**src/rtl/cix32_muldiv_iter.sv**
```systemverilog
// CIX-32 iterative multiply/divide unit (MUL/IMUL/DIV/IDIV, three sizes).
// Radix-2^MBITS shift-add multiply, restoring divide on magnitudes, #DE detect.
module cix32_muldiv_iter #(
  parameter int W     = 32,
  parameter int MBITS = 2
) (
  input  logic         clk,
  input  logic         rst_n,
  input  logic         flush,
  input  logic         in_valid,
  output logic         in_ready,
  input  logic [1:0]   op,
  input  logic [1:0]   size,
  input  logic [W-1:0] op_a,
  input  logic [W-1:0] op_b,
  input  logic [W-1:0] op_high,
  output logic         out_valid,
  input  logic         out_ready,
  output logic [W-1:0] result_lo,
  output logic [W-1:0] result_hi,
  output logic         cf,
  output logic         of,
  output logic         div_error
);

  localparam int Q  = W / 4;
  localparam int H  = W / 2;
  localparam int CW = $clog2(W + 1);
  localparam int NM = W / MBITS;

  typedef enum logic [2:0] {
    S_IDLE,
    S_MUL,
    S_DIV,
    S_FIX,
    S_DONE
  } state_t;

  state_t state, state_n;

  logic [1:0]     op_r;
  logic [CW-1:0]  sw_r;
  logic [CW-1:0]  cnt;
  logic [2*W-1:0] acc;
  logic [2*W-1:0] aux;
  logic [W-1:0]   b_r;
  logic           neg1;
  logic           neg2;
  logic           ovf_r;

  logic           accept;
  logic [1:0]     sz_in;
  logic           sgn_in;
  logic [CW-1:0]  sw_in;
  logic [W-1:0]   a_x, b_x;
  logic [2*W-1:0] d_x;
  logic           neg_a, neg_b, neg_d;
  logic [W-1:0]   a_m, b_m;
  logic [2*W-1:0] d_m;
  logic [2*W-1:0] vsh;
  logic           hi_ge;
  logic           b_zero;
  logic           de_now;

  assign in_ready  = (state == S_IDLE);
  assign out_valid = (state == S_DONE);
  assign of        = cf;
  assign accept    = in_valid && in_ready && !flush;

  always_comb begin
    sz_in  = (size == 2'b11) ? 2'b10 : size;
    sgn_in = op[0];
    sw_in  = CW'(W);
    a_x    = op_a;
    b_x    = op_b;
    d_x    = {op_high, op_a};
    unique case (1'b1)
      (sz_in == 2'b00): begin
        sw_in = CW'(Q);
        a_x = {{(W-Q){sgn_in & op_a[Q-1]}}, op_a[Q-1:0]};
        b_x = {{(W-Q){sgn_in & op_b[Q-1]}}, op_b[Q-1:0]};
        d_x = {{(2*W-2*Q){sgn_in & op_high[Q-1]}},
               op_high[Q-1:0], op_a[Q-1:0]};
      end
      (sz_in == 2'b01): begin
        sw_in = CW'(H);
        a_x = {{(W-H){sgn_in & op_a[H-1]}}, op_a[H-1:0]};
        b_x = {{(W-H){sgn_in & op_b[H-1]}}, op_b[H-1:0]};
        d_x = {{(2*W-2*H){sgn_in & op_high[H-1]}},
               op_high[H-1:0], op_a[H-1:0]};
      end
      default: ;
    endcase
  end

  assign neg_a  = sgn_in & a_x[W-1];
  assign neg_b  = sgn_in & b_x[W-1];
  assign neg_d  = sgn_in & d_x[2*W-1];
  assign a_m    = neg_a ? -a_x : a_x;
  assign b_m    = neg_b ? -b_x : b_x;
  assign d_m    = neg_d ? -d_x : d_x;
  assign vsh    = {{W{1'b0}}, b_m} << sw_in;
  assign hi_ge  = (d_m >= vsh);
  assign b_zero = (b_m == '0);
  // Zero divisor always faults; unsigned overflow is visible up front
  assign de_now = op[1] && (b_zero || (!op[0] && hi_ge));

  logic [2*W-1:0] mul_sum;
  always_comb begin
    mul_sum = acc;
    for (int j = 0; j < MBITS; j++)
      if (b_r[j]) mul_sum = mul_sum + (aux << j);
  end

  logic [W:0] dv_t, dv_d;
  logic       dv_ge;
  assign dv_t  = {acc[2*W-1:W], acc[W-1]};
  assign dv_ge = (dv_t >= {1'b0, aux[W-1:0]});
  assign dv_d  = dv_t - {1'b0, aux[W-1:0]};

  logic [W-1:0]   mask;
  logic [2*W-1:0] p_s, p_hi;
  logic [W-1:0]   q_s, r_s, lim;
  logic           sbit;
  logic [W-1:0]   fx_lo, fx_hi;
  logic           fx_cf, fx_de;

  always_comb begin
    mask  = ~({W{1'b1}} << sw_r);
    p_s   = neg1 ? -acc : acc;
    p_hi  = p_s >> sw_r;
    q_s   = neg1 ? -acc[W-1:0] : acc[W-1:0];
    r_s   = neg2 ? -acc[2*W-1:W] : acc[2*W-1:W];
    lim   = (mask >> 1) + W'(neg1);
    sbit  = 1'b0;
    fx_lo = '0;
    fx_hi = '0;
    fx_cf = 1'b0;
    fx_de = 1'b0;
    if (!op_r[1]) begin
      fx_lo = p_s[W-1:0] & mask;
      fx_hi = p_hi[W-1:0] & mask;
      sbit  = |(fx_lo & (mask ^ (mask >> 1)));
      if (op_r[0]) fx_cf = (fx_hi != (sbit ? mask : '0));
      else         fx_cf = (fx_hi != '0);
    end else begin
      fx_de = op_r[0] && (ovf_r || (acc[W-1:0] > lim));
      if (!fx_de) begin
        fx_lo = q_s & mask;
        fx_hi = r_s & mask;
      end
    end
  end

  always_ff @(posedge clk or negedge rst_n) begin
    if (!rst_n) state <= S_IDLE;
    else        state <= state_n;
  end

  always_comb begin
    state_n = state;
    case (state)
      S_IDLE:
        if (accept) begin
          if (!op[1])      state_n = S_MUL;
          else if (de_now) state_n = S_DONE;
          else             state_n = S_DIV;
        end
      S_MUL:  if (cnt == '0) state_n = S_FIX;
      S_DIV:  if (cnt == '0) state_n = S_FIX;
      S_FIX:  state_n = S_DONE;
      S_DONE: if (out_ready) state_n = S_IDLE;
      default: state_n = S_IDLE;
    endcase
    if (flush) state_n = S_IDLE;
  end

  always_ff @(posedge clk or negedge rst_n) begin
    if (!rst_n) begin
      op_r      <= '0;
      sw_r      <= '0;
      cnt       <= '0;
      acc       <= '0;
      aux       <= '0;
      b_r       <= '0;
      neg1      <= 1'b0;
      neg2      <= 1'b0;
      ovf_r     <= 1'b0;
      result_lo <= '0;
      result_hi <= '0;
      cf        <= 1'b0;
      div_error <= 1'b0;
    end else begin
      case (state)
        S_IDLE:
          if (accept) begin
            op_r  <= op;
            sw_r  <= sw_in;
            neg2  <= neg_d;
            ovf_r <= hi_ge;
            b_r   <= b_m;
            if (!op[1]) begin
              acc  <= '0;
              aux  <= {{W{1'b0}}, a_m};
              cnt  <= CW'(NM - 1);
              neg1 <= neg_a ^ neg_b;
            end else begin
              acc  <= d_m;
              aux  <= {{W{1'b0}}, b_m};
              cnt  <= CW'(W - 1);
              neg1 <= neg_d ^ neg_b;
            end
            if (de_now) begin
              result_lo <= '0;
              result_hi <= '0;
              cf        <= 1'b0;
              div_error <= 1'b1;
            end
          end
        S_MUL: begin
          acc <= mul_sum;
          aux <= aux << MBITS;
          b_r <= b_r >> MBITS;
          cnt <= cnt - 1'b1;
        end
        S_DIV: begin
          acc <= {dv_ge ? dv_d[W-1:0] : dv_t[W-1:0],
                  acc[W-2:0], dv_ge};
          cnt <= cnt - 1'b1;
        end
        S_FIX: begin
          result_lo <= fx_lo;
          result_hi <= fx_hi;
          cf        <= fx_cf;
          div_error <= fx_de;
        end
        default: ;
      endcase
    end
  end

endmodule

```
**config.mk**
```make
export PLATFORM = sky130hd
export DESIGN_NAME = cix32_muldiv_iter
export DESIGN_NICKNAME = d
export VERILOG_FILES = /design/src/rtl/cix32_muldiv_iter.sv
export SDC_FILE = /design/constraint.sdc
export NUM_CORES = 2
export LEC_CHECK = 0
export CAP_MARGIN = 20
export CELL_PAD_IN_SITES_DETAIL_PLACEMENT = 1
export CELL_PAD_IN_SITES_GLOBAL_PLACEMENT = 2
export CORE_MARGIN = 8
export CORE_UTILIZATION = 33
export DETAILED_ROUTE_END_ITERATION = 8
export GPL_TIMING_DRIVEN = 0
export PLACE_DENSITY = 0.89
export SYNTH_ARGS = -nofsm -noshare
export SYNTH_HDL_FRONTEND = slang
export SYNTH_SLANG_ARGS = --single-unit
```
**constraint.sdc**
```tcl
create_clock -name clk -period 6.2 [get_ports clk]
set_input_delay 1.24 -clock clk [delete_from_list [all_inputs] [get_ports clk]]
set_output_delay 1.24 -clock clk [all_outputs]
set_load 0.02 [all_outputs]
```
# Word level (Yosys, flattened, before mapping)
# Cells that the tools add are included.
word_totals:
  ff_bits: 246
  in_bits: 105
  output_inout_bits: 69
  elab_cells: 138
classes:
  addsub: 11
  n_lt_le_gt_ge: 3
  eq_ne: 12
  shift: 3
  mux: 51
  n_bitwise: 18
  reduce_logical: 26
ops:
  columns: ["operator", "count"]
  rows:
  - ["2-to-1 mux 32 bit", 14]
  - ["2-to-1 mux 64 bit", 7]
  - ["case mux 32 bit (2 select lines)", 5]
  - ["case mux 64 bit (2 select lines)", 2]
  - ["case mux 64 bit (3 select lines)", 1]
  - ["AND 32 bit", 5]
  - ["adder 64 bit", 2]
  - ["negation 32 bit", 4]
  - ["negation 64 bit", 2]
  - [">= comparator 64 bit", 1]
  - ["left shift 32 x 6 -> 64 bit", 1]
  - ["right shift 64 x 6 -> 32 bit", 1]
  - [">= comparator 33 x 32 -> 1 bit", 1]
  - ["adder 31 x 1 -> 32 bit", 1]
  - ["greater-than comparator 32 bit", 1]
  - ["zero test 32 bit", 1]
  - ["inequality test 32 bit", 1]
  - ["NOT 32 bit", 1]
  - ["nonzero test 32 bit", 1]
  - ["OR reduction 32 bit", 1]
  - ["left shift 32 x 6 -> 32 bit (first input constant)", 1]
  - ["subtractor 32 bit", 1]
  - ["bitwise XOR 32 x 31 -> 32 bit", 1]
  - ["case mux 6 bit (2 select lines)", 2]
  - ["29 further kinds", 66]

# Depth between registers and ports, before layout
logic_depth:
  depth_word: 16
  ltp_mapped: 28
  ltp_nobuf: 27

# Worst setup path after synthesis
# OpenSTA, ideal clock, no wires.
synth_path:
  path_kind: "input port to flip-flop"
  start: "input size[0]"
  end: "register result_hi[11]"
  setup_ns: 0.067
  arrival_ns: 6.879
  required_time_ns: 6.133
  setup_slack_ns: -0.746
  cell_stages: 25
  n_path_buf: 4
  cell_sequence: "buf_2 or2_1 clkbuf_1 mux2i_1 or3b_2 or4_1 nor3_1 nand4_1 o31ai_1 a21oi_1 o21ai_1 ha_1 a21o_1 a21o_1 a21o_1 a21o_1 a21o_1 a21o_1 a21oi_1 o31a_1 o21ai_0 a211oi_1 clkbuf_1 clkbuf_1 a221o_1"
synth_via:
  elab_chain_cells: 13
  word_cells_on_any_way: 21
  classes_between: "add/sub: 2; order compare: 1; eq/ne: 3; shift: 1; mux: 6; bitwise: 2; reduce/logical: 6"
synth_lines:
  columns: ["item", "line", "source"]
  rows:
  - ["from (decl)", "13", "input logic [1:0] size,"]
  - ["equality test 2 bit", "71", "sz_in = (size == 2'b11) ? 2'b10 : size;"]
  - ["2-to-1 mux 2 bit (*)", "71", null]
  - ["equality test 2 x 1 -> 1 bit or zero test 2 bit (tied branches)", "85, 78", null]
  - ["case mux 32 bit (2 select lines)", "77", "unique case (1'b1)"]
  - ["negation 32 bit or AND 1 bit (tied branches)", "100, 97", null]
  - ["2-to-1 mux 32 bit", "100", "assign b_m = neg_b ? -b_x : b_x;"]
  - ["left shift 32 x 6 -> 64 bit", "102", "assign vsh = {{W{1'b0}}, b_m} << sw_in;"]
  - [">= comparator 64 bit", "103", "assign hi_ge = (d_m >= vsh);"]
  - ["logical AND 1 bit", "106", "assign de_now = op[1] && (b_zero || (!op[0] && hi_ge));"]
  - ["logical OR 1 bit (*)", "106", null]
  - ["logical AND 1 bit (*)", "106", null]
  - ["inequality test 2 x 1 -> 1 bit (no line) (*)", null, null]
  - ["AND reduction 3 bit (no line) (*)", null, null]
  - ["to (signal assigned)", "233", "result_hi <= fx_hi;"]
  - ["to (decl)", "20", "output logic [W-1:0] result_hi,"]
# Every way passes the cells marked *; elsewhere a longest branch is shown, timed or not.
# A chain may end at the register's enable or synchronous reset.

# Worst setup path after layout
layout_path:
  start: "register aux[0]"
  end: "register acc[63]"
layout_via:
  elab_chain_cells: 5
  word_cells_on_any_way: 8
  classes_between: "add/sub: 3; order compare: 1; mux: 4"
layout_lines:
  columns: ["item", "line", "source"]
  rows:
  - ["from (decl)", "45", "logic [2*W-1:0] aux;"]
  - ["from (signal assigned)", "204", "aux <= {{W{1'b0}}, a_m};"]
  - ["from (signal assigned)", "209", "aux <= {{W{1'b0}}, b_m};"]
  - ["from (signal assigned)", "222", "aux <= aux << MBITS;"]
  - ["adder 64 bit", "112", "if (b_r[j]) mul_sum = mul_sum + (aux << j);"]
  - ["2-to-1 mux 64 bit", "112", null]
  - ["adder 64 bit", "112", null]
  - ["2-to-1 mux 64 bit", "112", null]
  - ["case mux 64 bit (3 select lines) (*)", "194", "case (state)"]
  - ["to (signal assigned)", "208", "acc <= d_m;"]
  - ["to (signal assigned)", "221", "acc <= mul_sum;"]
  - ["to (signal assigned)", "227", "acc <= {dv_ge ? dv_d[W-1:0] : dv_t[W-1:0],"]
  - ["to (decl)", "44", "logic [2*W-1:0] acc;"]
# Marked as above.

==> impl_metrics.tcl <==
set metrics [dict create \
    ff_latch_area_mm2 0.00611 \
    fin_crit_sh_pct 103 \
    async_flop_share_pct 100 \
    synth-seq-cells 243 \
    synth.area.top_cells "dfrtp_1 (19%), ha_1 (10%), nand2_1 (6.7%)" \
    slew_headroom_pct 16.6 \
    hold_violations 0 \
    combPwrFrac_pct 79.0 \
    setup-violations-final 2 \
    cts.sinks 243 \
    clock-root-buffer "clkbuf_16" \
    dr.pass1.iters 6 \
    power_frac_seq_pct 13.4 \
    chipWidth_um 326 \
    multiInputGateArea_mm2 0.0257 \
    finalPower_uw 25500 \
    cp-start-kind "flop" \
    drt_iter0_drc 3745 \
    clk_pin_slew_worst_paths_ns 0.07 \
    path_max_fanout 7 \
    netlist_area_mm2 0.0318 \
    status "complete, but fails checks" \
    grt_max_degree 105 \
    dieHeight_um 326 \
    max_clock_freq_ghz 0.156 \
    ys.warnings.count 0 \
    start_util_pct 33.1 \
    ys_types 95 \
    cts_max_level 1 \
    std_cell_rows 114 \
    clockBufferDepth 3 \
    fin_util_pct 40.6 \
    core_area_mm2 0.0960 \
    postSynthAreaPerCell_um2 7.32 \
    slew_viol_final 0 \
    min_period_ns 6.39 \
    synthCells 4343 \
    grt_use_total_pct 30.8 \
    drive_gt1_share_pct 11.8 \
    synth_ff_type "dfrtp_1" \
    gr-total-overflow 0 \
    dieArea_mm2 0.106 \
    tritoncts "done" \
    layout_common_cells "nand2_1 (569), a21oi_1 (326), o21ai_0 (319), nor2_1 (318), ha_1 (240)" \
    swShare_pct 58.5 \
    p_switching_uw 14900 \
    ir_worst_vdd_mv 0.298 \
    max_slew.worst_pin.slew_ns 1.25 \
    antenna_found_initial 6 \
    p_int_uw 10600 \
    clkLatencyLatePin_ns 0.63 \
    grt_first_pass_wirelength_um 253000 \
    num_vias 37900 \
    yosysTopAreaCell "dfrtp_1" \
    first_global_vias 37900 \
    p_leak_uw 0.0164 \
    cp.required_ns 6.74 \
    ant_nets 0 \
    critPathKind "flop to flop" \
    setup_slack_ns -0.192 \
    synth_seq_area_share_pct 19.1 \
    wirelength_um 175000 \
    cts_made_buffers 30 \
    dp_hpwl_um 142000 \
    place_congestion 1.01 \
    routedWlPerCell_um 29.3 \
    pwr_density_cell_mw_per_mm2 653 \
    boundaryPins 174 \
    violations "setup timing" \
    cp-end-kind "flop" \
    finalClockSkew_ns 0.0372 \
    fin_setup_tns_ns -0.205 \
    final_common_cell "nand2_1" \
    synth_edf_count 0 \
    vias_per_cell 6.36 \
    synth_top_area_share_pct 19.1 \
    fillers 11800 \
    rsz0062_at_grt "true" \
    drv_cap 0 \
    fin_nets 5026 \
    hold_path.class "flop to flop" \
    power_frac_clock_pct 7.7 \
    worst_ep_arrival_time_ns 6.93 \
    drc 0 \
    numPortBuffers 169 \
    areaGrowthSynthToFinish_pct 22.8 \
]
## path summary, 6_finish.rpt
kind / start / to / slack, ns / cells past startpoint
worst max-delay path: aux[0] / acc[63] / -0.19 / 27
worst min-delay path: cnt[5] / cnt[5] / 0.48 / 1
worst max register to register: aux[0] / acc[63] / -0.19 / 27
worst min register to register: cnt[5] / cnt[5] / 0.48 / 1
max in group asynchronous: rst_n / aux[48] / 4.29 / 3
min in group asynchronous: rst_n / result_lo[9] / 0.55 / 1
## critical path, stage by stage (launching register included)
cell       delay (ns)
dfrtp_2          0.42
ha_4             0.15
inv_2            0.04
fa_2             0.36
nor2b_1          0.13
o21a_1           0.19
o21ai_4          0.10
a2111oi_4        0.39
o21ai_4          0.15
o211ai_1         0.27
a31oi_2          0.14
o31a_1           0.31
xor2_1           0.16
mux2i_2          0.16
buf_4            0.18
ha_4             0.22
a21oi_1          0.19
o21ai_2          0.12
a2111oi_4        0.26
o31ai_4          0.14
nor3_2           0.22
a21oi_2          0.10
a41o_1           0.32
a211o_1          0.34
and3_4           0.17
o41ai_4          0.52
xor3_1           0.42
a21oi_2          0.12
## sequential cells by signal (all words and copies together) (netlist names)
signal	count
cnt	6
result_lo	32
ovf_r	1
result_hi	32
cf	1
state	3
op_r	2
div_error	1
acc	64
aux	64
neg1	1
neg2	1
sw_r	3
b_r	32
## Yosys cell counts (23+ instances only)
cell type and count:
a211oi_1 38, a21o_1 157, a21oi_1 349, a221o_1 36, a221oi_1 42, a22oi_1 68
a31oi_1 66, and2_1 24, and3_1 36, buf_1 23, clkbuf_1 239, dfrtp_1 243
ha_1 265, inv_1 131, mux2_2 47, mux2i_1 37, nand2_1 571, nand2b_1 42
nand3_1 126, nand4_1 76, nor2_1 328, nor2b_1 38, nor3_1 88, nor4_1 42
o211ai_1 48, o21a_1 40, o21ai_0 354, o21bai_1 31, o22ai_1 27, o31ai_1 53
or3_1 44, or4_1 29, xnor2_1 156, xor2_1 159
## kinds of logic (layout without fill, tap and decap cells)
family          count (synthesis)  in the layout  synth area share, %
xor+xnor                      317            317                 8.81
fa+ha+maj                     268            268                 10.6
other cells                     2             11               0.0236
buf+inv                       407            735                 4.87
compound gates               1504           1504                 31.0
flops                         243            243                 19.1
simple gates                 1517           1517                 22.7
mux                            85             85                 2.90
## layer usage
| metal | vias to the layer above | routed length, um | global-route usage [%] |
|---|---|---|---|
| met1 | 18700 | 71200 | 39.3 |
| met4 | 4 | 13100 | 18.8 |
| met5 | - | 23 | 0 |
| met2 | 1916 | 76200 | 48.7 |
| met3 | 538 | 14100 | 5.10 |
| li1 | 16700 | - | - |
## final cells by class
cell class / instances / area share (%)
multi-input cells: 3699 / 66.0
flip-flops and latches: 243 / 15.7
repair buffers: 286 / 6.82
well taps: 1276 / 4.09
plain buffers: 258 / 3.40
clock buffers: 30 / 1.92
inverters: 135 / 1.31
clock inverters: 26 / 0.792
diodes: 3 / 0.0192
## timing repair
action / 4_1_cts / 5_1_grt
pin swaps: 49 / 75
buffers inserted: 59 / 48
setup endpoints to repair: 108 / 86
hold buffers: 0 / 0
cloned: 0 / 3
resized for setup: 297 / 179
## power groups by stage
| stage | logic (uW) | clock network, uW | registers (uW) |
|---|---|---|---|
| floorplan | 12000 | 0 | 3000 |
| global placement | 17800 | 0 | 3300 |
| detailed placement | 18100 | 0 | 3330 |
| CTS | 19000 | 1960 | 3320 |
| global route | 21300 | 2010 | 3440 |
| finish | 20100 | 1960 | 3400 |
## through the flow
stage	setup slack, ns	cell area [um^2]	hold WS (ns)	cells
2_1_floorplan	0.0234	31900	0.446	4349
3_3_place_gp	-7.28	35200	0.462	5794
3_5_place_dp	-3.86	35300	0.472	5801
4_1_cts	-0.0387	38000	0.481	5905
5_1_grt	-0.391	39000	0.494	5953
6_report	-0.192	39000	0.475	5956
No activity file was read; power rests on OpenSTA's default activity.
